`config.mk`:
```
export PLATFORM = sky130hd
export DESIGN_NAME = rst_seq_ctrl
export DESIGN_NICKNAME = d
export VERILOG_FILES = /design/src/rtl/rst_seq_ctrl.sv
export SDC_FILE = /design/constraint.sdc
export NUM_CORES = 1
export LEC_CHECK = 0
export ABC_CLOCK_PERIOD_IN_PS = 3900
export CAP_MARGIN = 20
export CORE_MARGIN = 10
export CORE_UTILIZATION = 60
export CTS_BUF_LIST = sky130_fd_sc_hd__clkbuf_16
export DETAILED_ROUTE_END_ITERATION = 8
export PLACE_DENSITY = 0.84
export RECOVER_POWER = 25
export SYNTH_ARGS = -nofsm -noshare
export SYNTH_HDL_FRONTEND = slang
export SYNTH_SLANG_ARGS = --single-unit
export TNS_END_PERCENT = 1
```
`constraint.sdc`:
```
create_clock -name i_clk -period 3.9 [get_ports i_clk]
set_clock_uncertainty 0.1 [all_clocks]
set_input_delay 0.585 -clock i_clk [delete_from_list [all_inputs] [get_ports i_clk]]
set_output_delay 0.585 -clock i_clk [all_outputs]
set_load 0.01 [all_outputs]
```
`src/rtl/rst_seq_ctrl.sv`:
```
// Reset sequencer for the user area: synchronises, qualifies and masks reset requests,
// stretches the reset, then releases the domains one after another, lowest index first.
//
// state    | meaning
// ---------+------------------------------------------------------------
// HOLD     | a request is active; all domains held in reset
// STRETCH  | requests gone; counting the minimum reset stretch
// RELEASE  | releasing domains 0..r_idx, one more every STAGGER cycles
// RUN      | all domains out of reset
module rst_seq_ctrl #(
   parameter int N_SRC       = 4,
   parameter int N_DOM       = 3,
   parameter int SYNC_STAGES = 2,
   parameter int DEB_CYC     = 8,
   parameter int STRETCH     = 16,
   parameter int STAGGER     = 4
) (
   input  logic             i_clk,
   input  logic             i_rst_n,
   input  logic [N_SRC-1:0] i_src_req,
   input  logic [N_SRC-1:0] i_src_en,
   input  logic [N_SRC-1:0] i_src_deb,
   input  logic             i_cause_clr,
   output logic [N_DOM-1:0] o_dom_rst,
   output logic             o_busy,
   output logic [N_SRC-1:0] o_cause,
   output logic             o_por
);

   localparam int DEB_W = $clog2(DEB_CYC + 1);
   localparam int STR_W = $clog2(STRETCH + 1);
   localparam int STG_W = $clog2(STAGGER + 1);
   localparam int IDX_W = (N_DOM > 1) ? $clog2(N_DOM) : 1;

   localparam logic [DEB_W-1:0] DEB_MAX  = DEB_W'(DEB_CYC);
   localparam logic [STR_W-1:0] STR_MAX  = STR_W'(STRETCH);
   localparam logic [STG_W-1:0] STG_MAX  = STG_W'(STAGGER);
   localparam logic [IDX_W-1:0] IDX_LAST = IDX_W'((N_DOM > 1) ? N_DOM - 2 : 0);

   typedef enum logic [1:0] {
      ST_HOLD,
      ST_STRETCH,
      ST_RELEASE,
      ST_RUN
   } state_t;

   logic [SYNC_STAGES-1:0] r_sync    [N_SRC];
   logic [DEB_W-1:0]       r_deb_cnt [N_SRC];
   logic [N_SRC-1:0]       w_s;
   logic [N_SRC-1:0]       w_act;
   logic                   w_any_act;

   state_t                 r_state, w_state_nxt;
   logic [STR_W-1:0]       r_str_cnt, w_str_nxt, w_str_inc;
   logic [STG_W-1:0]       r_stg_cnt, w_stg_nxt, w_stg_inc;
   logic [IDX_W-1:0]       r_idx, w_idx_nxt;
   logic [N_DOM-1:0]       w_dom_rst;
   logic [N_SRC-1:0]       r_cause;
   logic                   r_por;

   always_comb begin
      for (int i = 0; i < N_SRC; i++) begin
         w_s[i] = r_sync[i][SYNC_STAGES-1];
      end
   end

   always_ff @(posedge i_clk or negedge i_rst_n) begin
      if (!i_rst_n) begin
         for (int i = 0; i < N_SRC; i++) begin
            r_sync[i]    <= '0;
            r_deb_cnt[i] <= '0;
         end
      end else begin
         for (int i = 0; i < N_SRC; i++) begin
            r_sync[i] <= {r_sync[i][SYNC_STAGES-2:0], i_src_req[i]};
            if (!w_s[i]) begin
               r_deb_cnt[i] <= '0;
            end else if (r_deb_cnt[i] != DEB_MAX) begin
               r_deb_cnt[i] <= r_deb_cnt[i] + 1'b1;
            end
         end
      end
   end

   // Enable gates combinationally so masking a live request takes effect on the next edge.
   always_comb begin
      for (int i = 0; i < N_SRC; i++) begin
         w_act[i] = i_src_en[i] & (i_src_deb[i] ? (r_deb_cnt[i] >= DEB_MAX) : w_s[i]);
      end
   end

   assign w_any_act = |w_act;
   assign w_str_inc = r_str_cnt + 1'b1;
   assign w_stg_inc = r_stg_cnt + 1'b1;

   always_comb begin
      w_state_nxt = r_state;
      w_str_nxt   = r_str_cnt;
      w_stg_nxt   = r_stg_cnt;
      w_idx_nxt   = r_idx;
      case (r_state)
         ST_HOLD: begin
            w_str_nxt = '0;
            if (!w_any_act) w_state_nxt = ST_STRETCH;
         end
         ST_STRETCH: begin
            if (w_any_act) begin
               w_state_nxt = ST_HOLD;
            end else if (w_str_inc == STR_MAX) begin
               w_str_nxt   = '0;
               w_stg_nxt   = '0;
               w_idx_nxt   = '0;
               w_state_nxt = (N_DOM == 1) ? ST_RUN : ST_RELEASE;
            end else begin
               w_str_nxt = w_str_inc;
            end
         end
         ST_RELEASE: begin
            if (w_any_act) begin
               w_state_nxt = ST_HOLD;
            end else if (w_stg_inc == STG_MAX) begin
               w_stg_nxt = '0;
               if (r_idx == IDX_LAST) w_state_nxt = ST_RUN;
               else                   w_idx_nxt   = r_idx + 1'b1;
            end else begin
               w_stg_nxt = w_stg_inc;
            end
         end
         ST_RUN: begin
            if (w_any_act) w_state_nxt = ST_HOLD;
         end
         default: w_state_nxt = ST_HOLD;
      endcase
   end

   always_ff @(posedge i_clk or negedge i_rst_n) begin
      if (!i_rst_n) begin
         r_state   <= ST_STRETCH;
         r_str_cnt <= '0;
         r_stg_cnt <= '0;
         r_idx     <= '0;
      end else begin
         r_state   <= w_state_nxt;
         r_str_cnt <= w_str_nxt;
         r_stg_cnt <= w_stg_nxt;
         r_idx     <= w_idx_nxt;
      end
   end

   always_comb begin
      w_dom_rst = '1;
      case (r_state)
         ST_RELEASE: begin
            for (int d = 0; d < N_DOM; d++) begin
               if (IDX_W'(d) <= r_idx) w_dom_rst[d] = 1'b0;
            end
         end
         ST_RUN:  w_dom_rst = '0;
         default: w_dom_rst = '1;
      endcase
   end

   // A new cause in the same cycle as a clear survives the clear.
   always_ff @(posedge i_clk or negedge i_rst_n) begin
      if (!i_rst_n) begin
         r_cause <= '0;
         r_por   <= 1'b1;
      end else begin
         r_cause <= (i_cause_clr ? '0 : r_cause) | w_act;
         if (i_cause_clr) r_por <= 1'b0;
      end
   end

   assign o_dom_rst = w_dom_rst;
   assign o_busy    = (r_state != ST_RUN);
   assign o_cause   = r_cause;
   assign o_por     = r_por;

endmodule

```
==> run metrics <==
HP Start r_sync[2]; Final min period 2.41 ns; Initial Util 64.0%; Sw Ratio 24.9%; Setup-failing EPs final 0; drt via density 5.34; count of hold-fix buffers inserted at cts 0; static leakage power 1.19 nW; Critical R2R Capture r_idx[0]; most common cell after layout, fill and taps aside dfrtp_1; FFs w/ async S/R, synth 100%; CP cell instances inv_1 > ha_1 > o31ai_1 > clkdlybuf4s50_1; Setup CP Type flip-flop to output pin; hold-critical path depth 0; Reg power frac 48.7%; syn_nets 237; Cells after Synth 208; worst flop-to-flop path startpoint r_state[1]; multi-input logic area 1030 um2; Relative slew margins -39.5%; post-DP HPWL 2.75 mm; via count 1494; critical path's top delay family buffers and inverters; Layout area overhead 17.3%; Worst-Skew Late Latency 0.29 ns; Final Core Density 75.1%; Slew @ Worst Pin 2.09 ns; most frequent cells in the layout 39 x dfrtp_1, 21 x inv_1, 20 x nand2_1; post-synthesis instance area 2190 um2; vias in the first global route 1500; CTS Sinks 41; combinational share of power 10.0%; port bufs 23; cts bufs inserted 5; Synth area leaders dfrtp_1 45%, ha_1 8.0%, and2_1 4.0%; CP required 3.21 ns; Max Cap Viol 1; CTS root buffer clkbuf_16; HP Class flip-flop to flip-flop; io pins 24; average size of a mapped cell 10.5 um2; Fillers 245; WL final 3.83 mm; switching power 0.245 mW; CTS resizes 0; Primary FF master, synth dfrtp_1; FF-to-FF path depth 5; GP Congestion 0.815; max-slew violations 42; RSZ-0062 raised after global routing no; antenna fix cells 0; fin area 2560 um2; grt total ovfl 0; CP startpoint kind flip-flop; flip-flop and latch area 1030 um2; CTS tree done; Site Rows 21; Yosys cell types 43; setup TNS 0 ns; crit-path max cell delay 0.58 ns; WP buf/inv 2; WP data arrival 1.72 ns; clock-pin slew on the worst setup and hold paths 0.06 ns; largest net degree at the start of global routing 42; peak supply drop 0.282 mV; GRT Overall Usage 13.1%; DR WL/cell 13.7 um; hold endpoint r_sync[3]; area fraction of the dominant cell type after synthesis 44.6%; period utilization 61.7%; register area share after synthesis 47.1%; first-pass GRT wire length 6.67 mm; TritonRoute pass-1 iters 4; Die H 80.4 um; Worst Setup End Kind output pin; # DRC 0; H-tree levels 2; antenna-violating nets left 0; slowest CP cell clkdlybuf4s50_1; outcome finished, violations left; clock share of power 41.3%; fin nets 262; postcts setup bufs 0; number of synthesized register bits 41; worst reg2reg setup slack 2.07 ns; final hold vios 0; pwr/cell area 385 nW/um2; Die ar. 6460 um2; DR iter-0 viols 101; initial antenna violation count 0; number of synthesized flops with an enable pin 0; CP max FO 4; proportion of layout cells with a drive suffix above 1 10.7%; core outline area 3420 um2; Max clock buf depth 2; Achievable Freq 415 MHz; area post-placement 2420 um2; cell taking the most area after synthesis dfrtp_1; failing checks capacitance limit, slew limit; Die W 80.4 um; Pint 0.741 mW; yosys warns 0
## layer usage
layer  share of wire [%]  global-route usage [%]
met2                  49                    20.5
met1                  44                    15.2
met4                 2.3                    8.45
met3                 4.1                    4.01
met5                   0                       0
## cell usage after synthesis (all sizes together) (2+ instances only)
cell	count
a211o	2
a21boi	4
a21oi	5
a32oi	2
and2	14
and3	3
buf	2
clkbuf	3
dfrtp	39
dfstp	2
ha	14
inv	21
mux2	6
mux2i	6
nand2	24
nand3	7
nand4	3
nor2	10
nor2b	3
nor3	3
o21ai	11
o22ai	2
xnor2	8
## worst max-delay path by stage
stage | from | to | slack [ns] | cells past startpoint
3_5_place_dp | i_src_deb[2] | r_idx[0] | 1.45 | 6
5_1_grt | i_rst_n | r_idx[1] | 1.37 | 1
2_1_floorplan | i_src_deb[2] | r_str_cnt[2] | 2.05 | 6
3_3_place_gp | i_src_deb[2] | r_idx[0] | 1.51 | 6
6_report | r_idx[0] | o_dom_rst[2] | 1.49 | 4
4_1_cts | r_idx[0] | o_dom_rst[2] | 1.49 | 4
## flip-flops by register name (all words and copies together) (netlist names)
signal and count:
r_stg_cnt 3, r_idx 2, r_str_cnt 5, r_state 2, o_por 1, r_deb_cnt 16, o_cause 4, r_sync 8
## cell type report
cell class | count | share of cell area (%)
Clock inverter | 3 | 0.830
Timing Repair Buffer | 23 | 8.74
Multi-Input combinational cell | 141 | 40.1
Tap cell | 46 | 2.24
Inverter | 21 | 3.07
Sequential cell | 41 | 40.1
Clock buffer | 5 | 4.88
## power groups by stage
stage	combinational [mW]	sequential, mW	clock, mW
finish	0.0991	0.480	0.407
detailed placement	0.102	0.487	0
CTS	0.103	0.480	0.416
global placement	0.0983	0.487	0
floorplan	0.0682	0.479	0
global route	0.114	0.485	0.430
## cells by family (layout without fill, tap and decap cells)
| kind of cell | count (synthesis) | after routing | synth area share, % |
|---|---|---|---|
| buf+inv | 26 | 52 | 5.90 |
| flops | 41 | 41 | 47.1 |
| mux | 12 | 12 | 6.53 |
| compound gates | 33 | 33 | 9.85 |
| fa+ha+maj | 14 | 14 | 8.01 |
| xor+xnor | 9 | 9 | 3.61 |
| simple gates | 73 | 73 | 19.1 |
## stage by stage
stage,cells,worst slack [ns],hold slack (ns),power (mW)
6_report,280,1.49,0.247,0.986
5_1_grt,280,1.37,0.256,1.03
4_1_cts,280,1.49,0.248,0.999
3_5_place_dp,272,1.45,0.235,0.589
3_3_place_gp,272,1.51,0.233,0.585
2_1_floorplan,208,2.05,0.189,0.547
Note: power is estimated with default switching activity, not from simulation.
